<file path="src/rtl/calc_entry_fsm_if.sv">
// Switch/button inputs and LCD-controller-facing outputs of the calculator
// entry sequencer. The board-side driver is the master, and the sequencer is the slave.
interface calc_entry_fsm_if;
  logic [8:0] sw;
  logic [1:0] op_sel;
  logic       btn_enter;
  logic       btn_clear;
  logic       btn_power;
  logic [8:0] numberA;
  logic [8:0] numberB;
  logic [3:0] op;
  logic       screen;
  logic [2:0] state_dbg;

  modport master (
    output sw, op_sel, btn_enter, btn_clear, btn_power,
    input  numberA, numberB, op, screen, state_dbg
  );

  modport slave (
    input  sw, op_sel, btn_enter, btn_clear, btn_power,
    output numberA, numberB, op, screen, state_dbg
  );
endinterface

</file>
<file path="src/rtl/calc_entry_fsm.sv">
// Operand/operator entry sequencer for the calculator LCD controller.
// It synchronises the raw switches and buttons and debounces the buttons into
// one-clock press pulses. It then steps the user through A, operator, B and result.
module calc_entry_fsm #(
  parameter int unsigned DEBOUNCE_CYCLES = 50_000
) (
  input  logic            clk,
  input  logic            rst,
  calc_entry_fsm_if.slave bus
);

  typedef enum logic [2:0] {
    OFF      = 3'd0,
    ENTER_A  = 3'd1,
    ENTER_OP = 3'd2,
    ENTER_B  = 3'd3,
    SHOW_RES = 3'd4
  } state_t;

  localparam logic [31:0] LAST = 32'(DEBOUNCE_CYCLES - 1);

  // Button index within the packed button vectors.
  localparam int BTN_ENTER = 0;
  localparam int BTN_CLEAR = 1;
  localparam int BTN_POWER = 2;

  logic [8:0]  sw_p0, sw_p1;
  logic [1:0]  op_sel_p0, op_sel_p1;
  logic [2:0]  btn_p0, btn_p1;

  logic [31:0] cnt [3];
  logic [2:0]  level;
  logic [2:0]  armed;
  logic [2:0]  press;

  state_t      state;
  logic [8:0]  number_a;
  logic [8:0]  number_b;
  logic [3:0]  op_r;
  logic        screen_r;

  // -0 is never presented to the LCD controller; it is shown as +0.
  function automatic logic [8:0] normalise(input logic [8:0] v);
    return {v[8] & (v[7:0] != 8'd0), v[7:0]};
  endfunction

  // Two-flop synchronisers. The button flops reset high, so a button that is still
  // held during reset looks pressed. The debouncer then needs to see a release
  // before it can produce a pulse.
  always_ff @(posedge clk or posedge rst) begin
    if (rst) begin
      sw_p0     <= '0;
      sw_p1     <= '0;
      op_sel_p0 <= '0;
      op_sel_p1 <= '0;
      btn_p0    <= 3'b111;
      btn_p1    <= 3'b111;
    end else begin
      sw_p0     <= bus.sw;
      sw_p1     <= sw_p0;
      op_sel_p0 <= bus.op_sel;
      op_sel_p1 <= op_sel_p0;
      btn_p0    <= {bus.btn_power, bus.btn_clear, bus.btn_enter};
      btn_p1    <= btn_p0;
    end
  end

  // Per-button debouncer. The accepted level flips once the synced level has
  // disagreed with it for DEBOUNCE_CYCLES clocks. Only a rising flip emits a pulse.
  always_ff @(posedge clk or posedge rst) begin
    if (rst) begin
      for (int i = 0; i < 3; i++) cnt[i] <= '0;
      level <= '0;
      armed <= '0;
      press <= '0;
    end else begin
      for (int i = 0; i < 3; i++) begin
        press[i] <= 1'b0;
        if (!armed[i]) begin
          cnt[i]   <= '0;
          level[i] <= 1'b0;
          if (!btn_p1[i]) armed[i] <= 1'b1;
        end else if (btn_p1[i] == level[i]) begin
          cnt[i] <= '0;
        end else if (cnt[i] == LAST) begin
          cnt[i]   <= '0;
          level[i] <= btn_p1[i];
          press[i] <= btn_p1[i];
        end else begin
          cnt[i] <= cnt[i] + 32'd1;
        end
      end
    end
  end

  // Entry sequencer with registered outputs. Power beats clear, and clear beats enter.
  always_ff @(posedge clk or posedge rst) begin
    if (rst) begin
      state    <= OFF;
      number_a <= '0;
      number_b <= '0;
      op_r     <= '0;
      screen_r <= 1'b0;
    end else begin
      case (state)
        OFF: begin
          screen_r <= 1'b0;
          number_a <= '0;
          number_b <= '0;
          op_r     <= '0;
          if (press[BTN_POWER]) begin
            state    <= ENTER_A;
            screen_r <= 1'b1;
          end
        end
        ENTER_A, ENTER_OP, ENTER_B, SHOW_RES: begin
          if (press[BTN_POWER]) begin
            state    <= OFF;
            screen_r <= 1'b0;
            number_a <= '0;
            number_b <= '0;
            op_r     <= '0;
          end else if (press[BTN_CLEAR]) begin
            state    <= ENTER_A;
            screen_r <= 1'b1;
            number_a <= '0;
            number_b <= '0;
            op_r     <= '0;
          end else begin
            screen_r <= 1'b1;
            case (state)
              ENTER_A: begin
                number_b <= '0;
                op_r     <= '0;
                if (press[BTN_ENTER]) state <= ENTER_OP;
                else                  number_a <= normalise(sw_p1);
              end
              ENTER_OP: begin
                op_r <= {2'b00, op_sel_p1};
                if (press[BTN_ENTER] && (op_sel_p1 != 2'd0)) state <= ENTER_B;
              end
              ENTER_B: begin
                if (press[BTN_ENTER]) state <= SHOW_RES;
                else                  number_b <= normalise(sw_p1);
              end
              SHOW_RES: begin
                if (press[BTN_ENTER]) begin
                  state    <= ENTER_A;
                  number_b <= '0;
                  op_r     <= '0;
                end
              end
              default: state <= OFF;
            endcase
          end
        end
        default: begin
          state    <= OFF;
          screen_r <= 1'b0;
          number_a <= '0;
          number_b <= '0;
          op_r     <= '0;
        end
      endcase
    end
  end

  assign bus.numberA   = number_a;
  assign bus.numberB   = number_b;
  assign bus.op        = op_r;
  assign bus.screen    = screen_r;
  assign bus.state_dbg = state;

endmodule

</file>
<file path="src/flat_wrapper.sv">
// flat-port wrapper written by rule: the top's interface ports become plain ports
module calc_entry_fsm_flat 
#(
  parameter int unsigned DEBOUNCE_CYCLES = 50_000
)
  (clk, rst, bus_sw, bus_op_sel, bus_btn_enter, bus_btn_clear, bus_btn_power, bus_numberA, bus_numberB, bus_op, bus_screen, bus_state_dbg);
  calc_entry_fsm_if bus_i ();
  input  logic clk;
  input  logic rst;
  input wire logic [$bits(bus_i.sw)-1:0] bus_sw;
  input wire logic [$bits(bus_i.op_sel)-1:0] bus_op_sel;
  input wire logic [$bits(bus_i.btn_enter)-1:0] bus_btn_enter;
  input wire logic [$bits(bus_i.btn_clear)-1:0] bus_btn_clear;
  input wire logic [$bits(bus_i.btn_power)-1:0] bus_btn_power;
  output wire logic [$bits(bus_i.numberA)-1:0] bus_numberA;
  output wire logic [$bits(bus_i.numberB)-1:0] bus_numberB;
  output wire logic [$bits(bus_i.op)-1:0] bus_op;
  output wire logic [$bits(bus_i.screen)-1:0] bus_screen;
  output wire logic [$bits(bus_i.state_dbg)-1:0] bus_state_dbg;
  assign bus_i.sw = bus_sw;
  assign bus_i.op_sel = bus_op_sel;
  assign bus_i.btn_enter = bus_btn_enter;
  assign bus_i.btn_clear = bus_btn_clear;
  assign bus_i.btn_power = bus_btn_power;
  assign bus_numberA = bus_i.numberA;
  assign bus_numberB = bus_i.numberB;
  assign bus_op = bus_i.op;
  assign bus_screen = bus_i.screen;
  assign bus_state_dbg = bus_i.state_dbg;
  calc_entry_fsm #(.DEBOUNCE_CYCLES(DEBOUNCE_CYCLES)) u_core (.clk(clk), .rst(rst), .bus(bus_i));
endmodule
</file>
<file path="config.mk">
export PLATFORM = sky130hd
export DESIGN_NAME = calc_entry_fsm_flat
export DESIGN_NICKNAME = d
export VERILOG_FILES = /design/src/rtl/calc_entry_fsm_if.sv /design/src/rtl/calc_entry_fsm.sv /design/src/flat_wrapper.sv
export SDC_FILE = /design/constraint.sdc
export NUM_CORES = 1
export LEC_CHECK = 0
export BUFFER_PORTS_ARGS = -buffer_cell sky130_fd_sc_hd__buf_4
export CAP_MARGIN = 10
export CORE_MARGIN = 2
export CORE_UTILIZATION = 40
export CTS_CLUSTER_DIAMETER = 150
export DETAILED_ROUTE_END_ITERATION = 8
export PLACE_DENSITY = 0.59
export SYNTH_ARGS = -nofsm -noshare
export SYNTH_HDL_FRONTEND = slang
export SYNTH_SLANG_ARGS = --single-unit
</file>
<file path="constraint.sdc">
create_clock -name clk -period 6.3 [get_ports clk]
set_clock_uncertainty 0.15 [all_clocks]
set_input_delay 0.315 -clock clk [delete_from_list [all_inputs] [get_ports clk]]
set_output_delay 0.315 -clock clk [all_outputs]
set_load 0.005 [all_outputs]
</file>
==> qor.csv <==
stage,metric,value,unit
outcome,status,"finished, final reports clean",
routing,antenna_left,0,
final_layout,mostFrequentLayoutCells,"151 x dfrtp_1, 66 x nand2_1, 52 x nor2_1",
worst_setup_path,cp_common_cell,or4_1,
clock_network,cts_made_buffers,17,
grt,grt_pass1_wl,28.5,mm
grt,grt_pass1_vias,5845,
yosys,synth_top_family_by_area,simple AND/OR/NAND/NOR gates,
power_and_ir_drop,p_leak,3.54,nW
sta,period_share,42.0,%
job,maxCapViolations,0,
worst_setup_path,crit_path_start_kind,flip-flop,
routing,drcViolationCount,0,
floorplan,dieArea,20200,um^2
worst_setup_path,cp.required,6.48,ns
sta,drv_slew,0,
yosys,synth_fa_ha_area_share,0.492,%
worst_setup_path,crit_type,flip-flop to flip-flop,
yosys,synth-edff-count,0,
final_layout,area_growth_syn_to_layout,15.4,%
yosys,synth.distinct_cells,51,
placed_design,portBuffers,39,
yosys,synth-seq-cells,157,
floorplan,ios,42,
yosys,syn_area,7620,um^2
grt,grt_overflow,0,
yosys,synthTopCellsByArea,"dfrtp_1 50%, xor2_1 3.7%, nand4_1 3.6%",
clock_network,clock_path_buffers,2,
worst_setup_path,path_cells,nand4_2 > or4_1 > or4_1 > a21oi_1,
floorplan,coreArea,18700,um^2
routing,routed_wl,16.6,mm
sta,rsz0062_at_grt,no,
power_and_ir_drop,vdd_drop_max,0.165,mV
floorplan,std_cell_rows,50,
sta,clock.fmax,378,MHz
yosys,syn_inst,770,
clock_network,cts-root-buf,clkbuf_16,
yosys,syn_area_per_cell,9.90,um^2
worst_setup_path,crit_family,simple AND/OR/NAND/NOR gates,
sta,holdWs,0.197,ns
grt,grt_max_degree,85,
yosys,synth_area_leader_cell,dfrtp_1,
yosys,yosys.area_share.simple,26.0,%
yosys,synth_xor_area_share,5.29,%
final_layout,stdcell_count,1049,
clock_network,clkTransAtPathRegs,0.06,ns
worst_setup_path,cp_slowest_cell,or4_1,
yosys,synth.area.mux_share,1.20,%
placed_design,dp_hpwl,11.2,mm
floorplan,die_height,142,um
yosys,seq_area_frac_synth,51.6,%
worst_setup_path,crit_path_end_kind,flip-flop,
sta,hold_violations,0,
worst_setup_path,worstPathArrival,2.83,ns
clock_network,htree_num_levels,4,
power_and_ir_drop,power_density,247,nW/um^2
final_layout,drive_gt1_share,12.0,%
sta,setup_viol,0,
grt,grt_antenna_before_repair,0,
final_layout,n_antenna_cell,0,
sta,slew_headroom,27.0,%
routing,wl_per_cell,15.9,um
clock_network,clock-sinks,157,
worst_setup_path,path_buf_inv,0,
yosys,netlist.area_leader.share,49.6,%
routing,drt_pass1_iterations,5,
routing,vias,6057,
power_and_ir_drop,p_total,2.17,mW
placed_design,place_congestion,0.844,
clock_network,cts_tree,built,
floorplan,initial_core_util,40.7,%
placed_design,placedCellCount,1001,
yosys,synth-warning-count,0,
sta,setup_tns,0,ns
yosys,synth_compound_area_share,11.1,%
grt,grt_usage,17.4,%
yosys,async_reset_ff_share,100,%
sta,worst_pin_slew,1.10,ns
routing,drt-initial-drc-count,536,
routing,routed_via_density,5.77,
worst_setup_path,slowest_delay,0.95,ns
clock_network,cts_setup_buffers,0,
floorplan,die_w,142,um
yosys,synthFlopType,dfrtp_1,
worst_hold_path,min_path_type,flip-flop to flip-flop,
final_layout,layout_commonest_cell,dfrtp_1,
sta,layout_min_cycle_time,2.65,ns
final_layout,fin_nets,822,
clock_network,worst_skew_pair.late_latency,0.42,ns
worst_setup_path,cp_max_fo,27,
## state kept, by name (all words and copies together) (netlist names), 3 cells and up
register,flops
u_core.btn_p1,3
u_core.btn_p0,3
u_core.bus.numberA,9
u_core.level,3
u_core.sw_p0,9
u_core.bus.state_dbg,3
u_core.press,3
u_core.armed,3
u_core.bus.numberB,9
u_core.cnt,96
u_core.sw_p1,9
## cell type report
class                      instances  area [um^2]
fill                            1713         9910
sequential                       157         3940
multi-input combinational        548         3390
timing repair buffer              59          485
clock buffer                      19          443
tap                              234          293
clock inverter                    12          169
inverter                          20         80.1
## what timing repair did
| action | CTS | global route |
|---|---|---|
| endpoints found under the hold margin | 81 | 0 |
| hold buffers | 15 | 0 |
| gates resized for setup | 0 | 0 |
## cells by family after synthesis
logic type	Yosys count
multiplexers	9
flip-flops	157
AO/OA/AOI/OAI	139
AND/OR/NAND/NOR	349
XOR/XNOR	46
buffers and inverters	66
adder cells (fa/ha/maj)	3
other	1
## stage by stage
stage	utilization [%]	setup slack, ns	instance area [um^2]
2_1_floorplan	-	1.61	7630
3_3_place_gp	42.8	3.73	8010
3_5_place_dp	42.8	3.64	8010
4_1_cts	46.9	3.63	8770
5_1_grt	47.0	3.52	8790
6_report	47.0	3.65	8790
## routing by layer
metal / share of wire, % / global-route usage [%] / routed length (um)
met3: 4.0 / 4.14 / 658
met1: 47 / 23.8 / 7840
met4: 1.1 / 5.11 / 179
met2: 48 / 27.7 / 7970
met5: 0 / 0 / 0
## worst paths after layout
check	from	to	slack [ns]	cells past startpoint
min	u_core.sw_p0[0]$_DFF_PP0_	u_core.sw_p1[0]$_DFF_PP0_	0.20	0
max	u_core.cnt[8]$_DFF_PP0_	u_core.cnt[24]$_DFF_PP0_	3.65	4
max in group asynchronous	rst	u_core.sw_p0[3]$_DFF_PP0_	4.06	4
min reg2reg	u_core.sw_p0[0]$_DFF_PP0_	u_core.sw_p1[0]$_DFF_PP0_	0.20	0
max reg2reg	u_core.cnt[8]$_DFF_PP0_	u_core.cnt[24]$_DFF_PP0_	3.65	4
min in group asynchronous	rst	u_core.cnt[46]$_DFF_PP0_	0.40	3
## synth_stat cells (2+ instances only)
cell type  instances
a21boi_0           4
a21o_1             2
a21oi_1           50
a22o_1             2
and2_1             8
and3_1            16
and4_1            19
buf_1              2
buf_2              4
buf_4              2
buf_6              2
clkbuf_1          31
clkbuf_8           4
dfrtp_1          151
dfstp_2            6
ha_1               3
inv_1             20
mux2i_1            8
nand2_1           66
nand2b_1           5
nand3_1           32
nand4_1           44
nand4_2            2
nor2_1            52
nor3_1             9
nor4_1            33
nor4_2             5
nor4b_1            4
o211ai_1           9
o21a_1             3
o21ai_0           34
o21ba_2            2
o31ai_1           29
or3_1             24
or4_1             22
or4b_1             2
xnor2_1           14
xor2_1            32
## where the power goes
part           internal [mW]  total, mW  switching [mW]
Sequential              1.02       1.03          0.0107
Combinational         0.0214     0.0606          0.0393
Clock                  0.669       1.07           0.405
Total                   1.71       2.17           0.455
Power figures use the tool's default switching activity.
